File: src/rtl/dcache_filler.sv
// rtl/dcache_filler.sv - byte-serial load filler with optional aligned-word d-cache refill
// Optional refill path enabled by DCACHE_REFILL_EN.
module dcache_filler (
    input  logic        clk,
    input  logic        rst,
    input  logic        req_valid,
    input  logic [31:0] req_addr,
    input  logic [2:0]  req_type,
    output logic        req_ready,
    output logic        resp_valid,
    output logic [31:0] resp_data,
    output logic        mem_rd_en,
    output logic [31:0] mem_addr,
    input  logic [7:0]  mem_din,
    output logic        cache_write_bit,
    output logic [2:0]  cache_write_type,
    output logic [31:0] cache_write_addr,
    output logic [7:0]  cache_write_data
);
    localparam logic [1:0] S_IDLE = 2'd0;
    localparam logic [1:0] S_READ = 2'd1;
    localparam logic [1:0] S_DONE = 2'd2;

    logic [1:0]  state_q, state_d;
    logic [31:0] addr_q, addr_d;
    logic [2:0]  type_q, type_d;
    logic [2:0]  cnt_q, cnt_d;
    logic [31:0] result_q, result_d;
    logic [31:0] resp_q, resp_d;
    logic [2:0]  nbytes;
    logic [1:0]  cap_idx;
    logic        issue;
    logic        capture;

    always_comb begin
        case (type_q)
            3'b000, 3'b100: nbytes = 3'd1;
            3'b001, 3'b101: nbytes = 3'd2;
            default:        nbytes = 3'd4;
        endcase
    end

    // cnt_q counts READ cycles: it issues byte cnt_q and captures byte cnt_q-1.
    assign cap_idx = 2'(cnt_q - 3'd1);
    assign issue   = !rst && (state_q == S_READ) && (cnt_q < nbytes);
    assign capture = !rst && (state_q == S_READ) && (cnt_q != 3'd0);

    always_comb begin
        state_d  = state_q;
        addr_d   = addr_q;
        type_d   = type_q;
        cnt_d    = cnt_q;
        result_d = result_q;
        resp_d   = resp_q;
        case (state_q)
            S_IDLE: begin
                if (req_valid) begin
                    addr_d   = req_addr;
                    type_d   = req_type;
                    cnt_d    = 3'd0;
                    result_d = 32'd0;
                    state_d  = S_READ;
                end
            end
            S_READ: begin
                cnt_d = cnt_q + 3'd1;
                if (cnt_q != 3'd0) begin
                    result_d[{cap_idx, 3'b000} +: 8] = mem_din;
                end
                if (cnt_q == nbytes) begin
                    state_d = S_DONE;
                    case (type_q)
                        3'b000:  resp_d = {{24{result_d[7]}}, result_d[7:0]};
                        3'b100:  resp_d = {24'd0, result_d[7:0]};
                        3'b001:  resp_d = {{16{result_d[15]}}, result_d[15:0]};
                        3'b101:  resp_d = {16'd0, result_d[15:0]};
                        default: resp_d = result_d;
                    endcase
                end
            end
            default: state_d = S_IDLE;
        endcase
    end

    always_ff @(posedge clk or posedge rst) begin
        if (rst) begin
            state_q  <= S_IDLE;
            addr_q   <= 32'd0;
            type_q   <= 3'd0;
            cnt_q    <= 3'd0;
            result_q <= 32'd0;
            resp_q   <= 32'd0;
        end else begin
            state_q  <= state_d;
            addr_q   <= addr_d;
            type_q   <= type_d;
            cnt_q    <= cnt_d;
            result_q <= result_d;
            resp_q   <= resp_d;
        end
    end

    assign req_ready  = !rst && (state_q == S_IDLE);
    assign resp_valid = !rst && (state_q == S_DONE);
    assign resp_data  = resp_q;
    assign mem_rd_en  = issue;
    assign mem_addr   = issue ? (addr_q + 32'(cnt_q)) : 32'd0;

`ifdef DCACHE_REFILL_EN
    logic refill_ok;
    // Only aligned, non-IO word loads are worth installing in the cache.
    assign refill_ok        = (type_q == 3'b010) && (addr_q[1:0] == 2'b00) && (addr_q[17:16] != 2'b11);
    assign cache_write_bit  = capture && refill_ok;
    assign cache_write_type = cache_write_bit ? 3'b010 : 3'b000;
    assign cache_write_addr = cache_write_bit ? (addr_q + 32'(cap_idx)) : 32'd0;
    assign cache_write_data = cache_write_bit ? mem_din : 8'd0;
`else
    assign cache_write_bit  = 1'b0;
    assign cache_write_type = 3'b000;
    assign cache_write_addr = 32'd0;
    assign cache_write_data = 8'd0;
`endif
endmodule

File: config.mk
export PLATFORM = sky130hd
export DESIGN_NAME = dcache_filler
export DESIGN_NICKNAME = d
export VERILOG_FILES = /design/src/rtl/dcache_filler.sv
export SDC_FILE = /design/constraint.sdc
export NUM_CORES = 1
export LEC_CHECK = 0
export ABC_AREA = 0
export CORE_MARGIN = 1.5
export CORE_UTILIZATION = 50
export CTS_BUF_LIST = sky130_fd_sc_hd__clkbuf_16
export DETAILED_ROUTE_END_ITERATION = 12
export PLACE_DENSITY = 0.79
export SLEW_MARGIN = 20
export SYNTH_ARGS = -nofsm -noshare
export SYNTH_HDL_FRONTEND = slang
export SYNTH_SLANG_ARGS = --single-unit
File: constraint.sdc
create_clock -name clk -period 4.1 [get_ports clk]
set_input_delay 0.615 -clock clk [delete_from_list [all_inputs] [get_ports clk]]
set_output_delay 0.615 -clock clk [all_outputs]
set_load 0.02 [all_outputs]
# --- Word-level counts from Yosys, hierarchy flattened ---
# Index checks and enable logic that the tools add are counted.
op_classes:
  n_bitwise: 0
  n_mul: 0
  n_div: 0
  n_shift: 2
  magnitude_cmp: 1
  n_reduce_logical: 15
  n_addsub: 4
  n_eq_ne: 8
  muxes: 12
op_table:
  columns: ["operator", "n"]
  rows:
  - ["$pmux 32 s4", 1]
  - ["$mux 32", 3]
  - ["$pmux 32 s2", 1]
  - ["$add 32x3->32", 1]
  - ["$bwmux 32", 1]
  - ["$shift 8x7->32 const A", 1]
  - ["$shiftx 8x7->32", 1]
  - ["$pmux 3 s2", 2]
  - ["$reduce_and 2->1", 4]
  - ["$neg 5->7", 1]
  - ["$eq 3x3->1 const B", 2]
  - ["$logic_and 1x1->1", 4]
  - ["$mux 2", 2]
  - ["$pmux 2 s2", 1]
  - ["$reduce_or 2->1", 2]
  - ["$add 3x1->3 const B", 1]
  - ["$eq 3x1->1 const B", 1]
  - ["$eq 3x3->1", 1]
  - ["$logic_not 3->1", 1]
  - ["$lt 3x3->1", 1]
  - ["$mux 3", 1]
  - ["$reduce_bool 3->1", 1]
  - ["$eq 2x1->1 const B", 1]
  - ["$eq 2x2->1 const B", 1]
  - ["6 further kinds", 6]
word_totals:
  mem_bits_rw: 0
  word_cells: 48
  rom_bits: 0
  inputBits: 46
  ff_bits: 104
  latchBits: 0
  mem_count: 0

# --- Logic depth before layout (Yosys ltp) ---
logic_depth:
  ltp_word: 6
  depth_mapped: 10

# --- Worst setup path before layout ---
# OpenSTA, ideal clock, no wires.
synth_path:
  path_type: "flip-flop to output port"
  from: "register cnt_q[0]"
  to: "output port mem_addr[22]"
  path_stages_with_launch: 9
  arrival_ns: 2.683
  path_buffers: 1
  setup_slack_ns: 0.802
  path_cell_list: "dfrtp_1 > ha_1 > inv_1 > fa_1 > nor2b_1 > o2111ai_1 > clkbuf_1 > nor4_1 > mux2i_1"
synth_via:
  elab_chain_len: 3
synth_rtl:
  columns: ["element", "line", "source"]
  rows:
  - ["start: declaration", "27", "logic [2:0] cnt_q, cnt_d;"]
  - ["start signal: assignment", "97", "cnt_q <= cnt_d;"]
  - ["branches (longest 2 deep; another with $add 32x3->32)", null, null]
  - ["$mux 32 *", "107", "assign mem_addr = issue ? (addr_q + 32'(cnt_q)) : 32'd0;"]
  - ["end: declaration", "13", "output logic [31:0] mem_addr,"]
# Every way passes the cells marked *.

# --- Worst setup path in the final report ---
layout_path:
  from: "register cnt_q[1]"
  to: "output port mem_addr[26]"
# Same word-level chain as after synthesis.

==> results.md <==
* Async SR Flop Fraction at 1.00
* Post-synth EDFFs at 0
* Synth Instances at roughly 650
* GP Congestion at around 0.83
* P_sw at roughly 2.5 mW
* Met2 Use GR at 0.386
* Post-DRT Antenna Nets at 0
* Reg-to-reg setup timing slack at between 1 and 1.5 ns
* Final WL at ~15000 um
* Number of synthesized register bits at 104
* Clock transition at path regs at around 0.07 ns
* Max Cap Viol at 0
* Largest net degree at the start of global routing at 67
* Worst-margin pin slew at 0.992 ns
* Overflow after GRT at 0
* Grt peak-use layer: met2
* Global-route usage over all layers at 0.240
* Core Region at 11600 um2
* Num rows at 39
* Max-slew headroom at 0.337
* Die span in y at approximately 110 um
* Worst vdd ir at slightly below 0.5 mV
* FF-to-FF Start: cnt_q[0]$_DFFE_PP0P_
* Placed insts at 875
* WL per Instance at ~17 um
* Seq/Total Area, Yosys at 0.434
* Area delta synth->final at 23.5%
* Arrival @ worst endpoint at ~3.4 ns
* DIE AREA at 12700 um2
* Reg area at between 2000 and 3000 um2
* Top Ports at between 150 and 200
* GRT met1 Usage at 0.327
* IO buf count at approximately 110
* Area occupied by multi-input gates at 3020 um2
* Combinational power share at 0.519
* Hold Crit Depth at 2
* CTS tree: yes
* Critical Path Sink Type: output pin
* Via density at ~5.9
* Final Instance Count excl. Fillers at 891
* Leakage power at just under 3 nW
* Final Slew Violations at 0
* Minimum clock period after layout at roughly 4.0 ns
* Worst min path class: reg -> reg
* First-pass GRT wire length at 24700 um
* Cells on worst reg2reg path at 7
* Initial core utilization at 0.519
* DIE WIDTH at 113 um
* Clock power frac at 0.156
* Clock Latency Late Sink at 0.34 ns
* Worst Hold Path EP: result_q[24]$_DFFE_PP0P_
* Fillers at 925
* Max Fanout on Critical Path at 18
* Tcrit/Tclk final at 0.978
* Vias in the first global route at ~5000
* Violated checks: DRC
* Fin. Hold Viols at 0
* Status: complete, but fails checks
* Worst R2R End: result_q[1]$_DFFE_PP0P_
* Sw frac at 0.427
* CTS sink count at between 100 and 150
* Postcts setup bufs at 0
* Top FF cell, synth: dfrtp_1
* Int Pwr at 3.31 mW
* Antenna diodes at 0
* GRT met3 Usage at 0.0362
* DR pass1 iterations at 11
* Synthesized area at between 5000 and 6000 um2
* Reg power frac at 0.325
* Worst EP required at between 3 and 4 ns
* CTS Root Cell: clkbuf_16
* RSZ-0062 raised after global routing: false
* Syn avg cell area at roughly 9.2 um2
* Maximum buffer depth of the clock tree at 2
* Initial DRC Count at approximately 420
* Worst Skew at roughly 0.0064 ns
* Nets@finish at 801
* Unique masters post-synth at between 40 and 50
* CTS Buf Count at 9
* Total placed instance area at 7080 um2
* TNS Setup at 0 ns
* P per Cell Area at slightly below 800 nW/um2
* Design area at about 7400 um2
* DRC at 10
* Crit path kind: reg -> out
* Detailed-route via count at about 5300
* H-tree depth at 3
* Final setup viols at 0
* Fmax at 249 MHz
* Initial antenna violation count at 0
* Detailed placement HPWL at 10500 um
* Synth Warn # at 0
* CP Launch Type: flop
* Worst Hold Launch: result_q[24]$_DFFE_PP0P_
* Share of layout cells above drive strength 1 at 0.0882
-- worst max path at each step --
stage | startpoint | endpoint | depth (start not counted)
6_report | cnt_q[1]$_DFFE_PP0P_ | mem_addr[26] | 8
3_5_place_dp | cnt_q[2]$_DFFE_PP0P_ | mem_addr[19] | 6
2_1_floorplan | rst | addr_q[0]$_DFFE_PP0P_ | 1
5_1_grt | cnt_q[1]$_DFFE_PP0P_ | mem_addr[30] | 8
3_3_place_gp | cnt_q[2]$_DFFE_PP0P_ | mem_addr[27] | 6
4_1_cts | cnt_q[1]$_DFFE_PP0P_ | mem_addr[20] | 8
-- cell type report --
class | instances | area share
Multi-Input combinational cell | 486 | 0.408
Sequential cell | 104 | 0.352
Timing Repair Buffer | 126 | 0.166
Clock buffer | 9 | 0.0304
Tap cell | 143 | 0.0242
Clock inverter | 7 | 0.0120
Inverter | 16 | 0.00845
-- layer usage --
layer / routed length [um] / vias up
li1: - / 2447
met1: 6280 / 2580
met2: 7200 / 215
met3: 834 / 33
met4: 481 / 0
met5: 0 / -
-- registers in the layout (all words and copies together) (netlist names) --
| register | flops |
|---|---|
| type_q | 3 |
| addr_q | 32 |
| result_q | 32 |
| cnt_q | 3 |
| state_q | 2 |
| resp_data | 32 |
-- power groups by stage --
stage               sequential (mW)  clock [mW]  combinational [mW]
floorplan                      2.00           0                1.78
global placement               1.86           0                2.88
detailed placement             1.89           0                2.98
CTS                            1.87       0.918                3.00
global route                   1.95       0.963                3.29
finish                         1.88       0.900                3.00
-- cell families (layout without fill, tap and decap cells) --
group | after synthesis | count (layout) | share of synthesized area
AO/OA/AOI/OAI | 179 | 179 | 0.183
XOR/XNOR | 10 | 10 | 0.0146
adder cells (fa/ha/maj) | 12 | 12 | 0.0263
buffers and inverters | 102 | 158 | 0.0931
flip-flops | 104 | 104 | 0.434
multiplexers | 31 | 31 | 0.0576
other | 1 | 44 | 0.000625
AND/OR/NAND/NOR | 210 | 210 | 0.191
-- cell usage in the layout, fill, tap and decap left out, types with 3 or more instances in the layout --
master,n
nor3_1,5
or4_1,12
o31ai_1,12
ha_1,11
nand3_1,10
a31oi_1,12
inv_1,17
nand2b_1,12
mux2_2,28
conb_1,44
a21oi_1,31
nor2b_1,5
o21ai_0,73
clkdlybuf4s50_1,112
mux2i_1,3
clkbuf_16,9
a21boi_0,16
nor4_1,4
xnor2_1,5
and2_1,10
o2111ai_1,3
buf_4,14
a41oi_1,16
and3_1,4
nor4b_1,23
xor2_1,5
or3_1,6
dfrtp_1,104
nand2_1,45
a22o_1,8
nor2_1,55
nand4_1,4
-- stage by stage --
step | total power, mW | utilization | hold slack [ns] | setup slack [ns]
after CTS | 5.79 | 0.640 | 0.479 | 0.0129
final | 5.78 | 0.640 | 0.477 | 0.0890
after floorplan | 3.78 | - | 0.442 | 0.753
after detailed placement | 4.87 | 0.612 | 0.463 | 0.347
after global placement | 4.74 | 0.612 | 0.455 | 0.481
after global routing | 6.21 | 0.640 | 0.502 | 0.00811
-- worst max-delay path: stages (launching register included) --
cell,delay [ns]
dfrtp_1,0.47
inv_1,0.16
fa_1,0.45
nor2b_2,0.24
o2111ai_1,0.15
buf_4,0.22
or4_1,0.50
a21oi_1,0.21
clkdlybuf4s50_1,0.64
-- synthesized netlist by cell type (3+ instances only) --
| cell | number | area [um2] |
|---|---|---|
| a21boi_0 | 16 | 120 |
| a21oi_1 | 31 | 155 |
| a22o_1 | 8 | 70.1 |
| a31oi_1 | 12 | 75.1 |
| a41oi_1 | 16 | 140 |
| and2_1 | 10 | 62.6 |
| and3_1 | 4 | 25.0 |
| buf_1 | 4 | 15.0 |
| buf_2 | 3 | 15.0 |
| buf_4 | 45 | 338 |
| clkbuf_1 | 32 | 120 |
| dfrtp_1 | 104 | 2600 |
| ha_1 | 11 | 138 |
| inv_1 | 16 | 60.1 |
| mux2_2 | 28 | 315 |
| mux2i_1 | 3 | 30.0 |
| nand2_1 | 46 | 173 |
| nand2b_1 | 12 | 75.1 |
| nand3_1 | 10 | 50.1 |
| nand4_1 | 4 | 25.0 |
| nor2_1 | 56 | 210 |
| nor2b_1 | 6 | 37.5 |
| nor3_1 | 5 | 25.0 |
| nor4_1 | 4 | 25.0 |
| nor4b_1 | 23 | 201 |
| o2111ai_1 | 3 | 26.3 |
| o21ai_0 | 73 | 365 |
| o31ai_1 | 12 | 90.1 |
| or3_1 | 6 | 37.5 |
| or4_1 | 12 | 90.1 |
| xnor2_1 | 5 | 43.8 |
| xor2_1 | 5 | 43.8 |
-- timing repair --
| action | 4_1_cts | 5_1_grt |
|---|---|---|
| resized for setup | 1 | 2 |
| hold buffers | 0 | 0 |
| setup endpoints to repair | 2 | 16 |
Power figures use the tool's default switching activity.
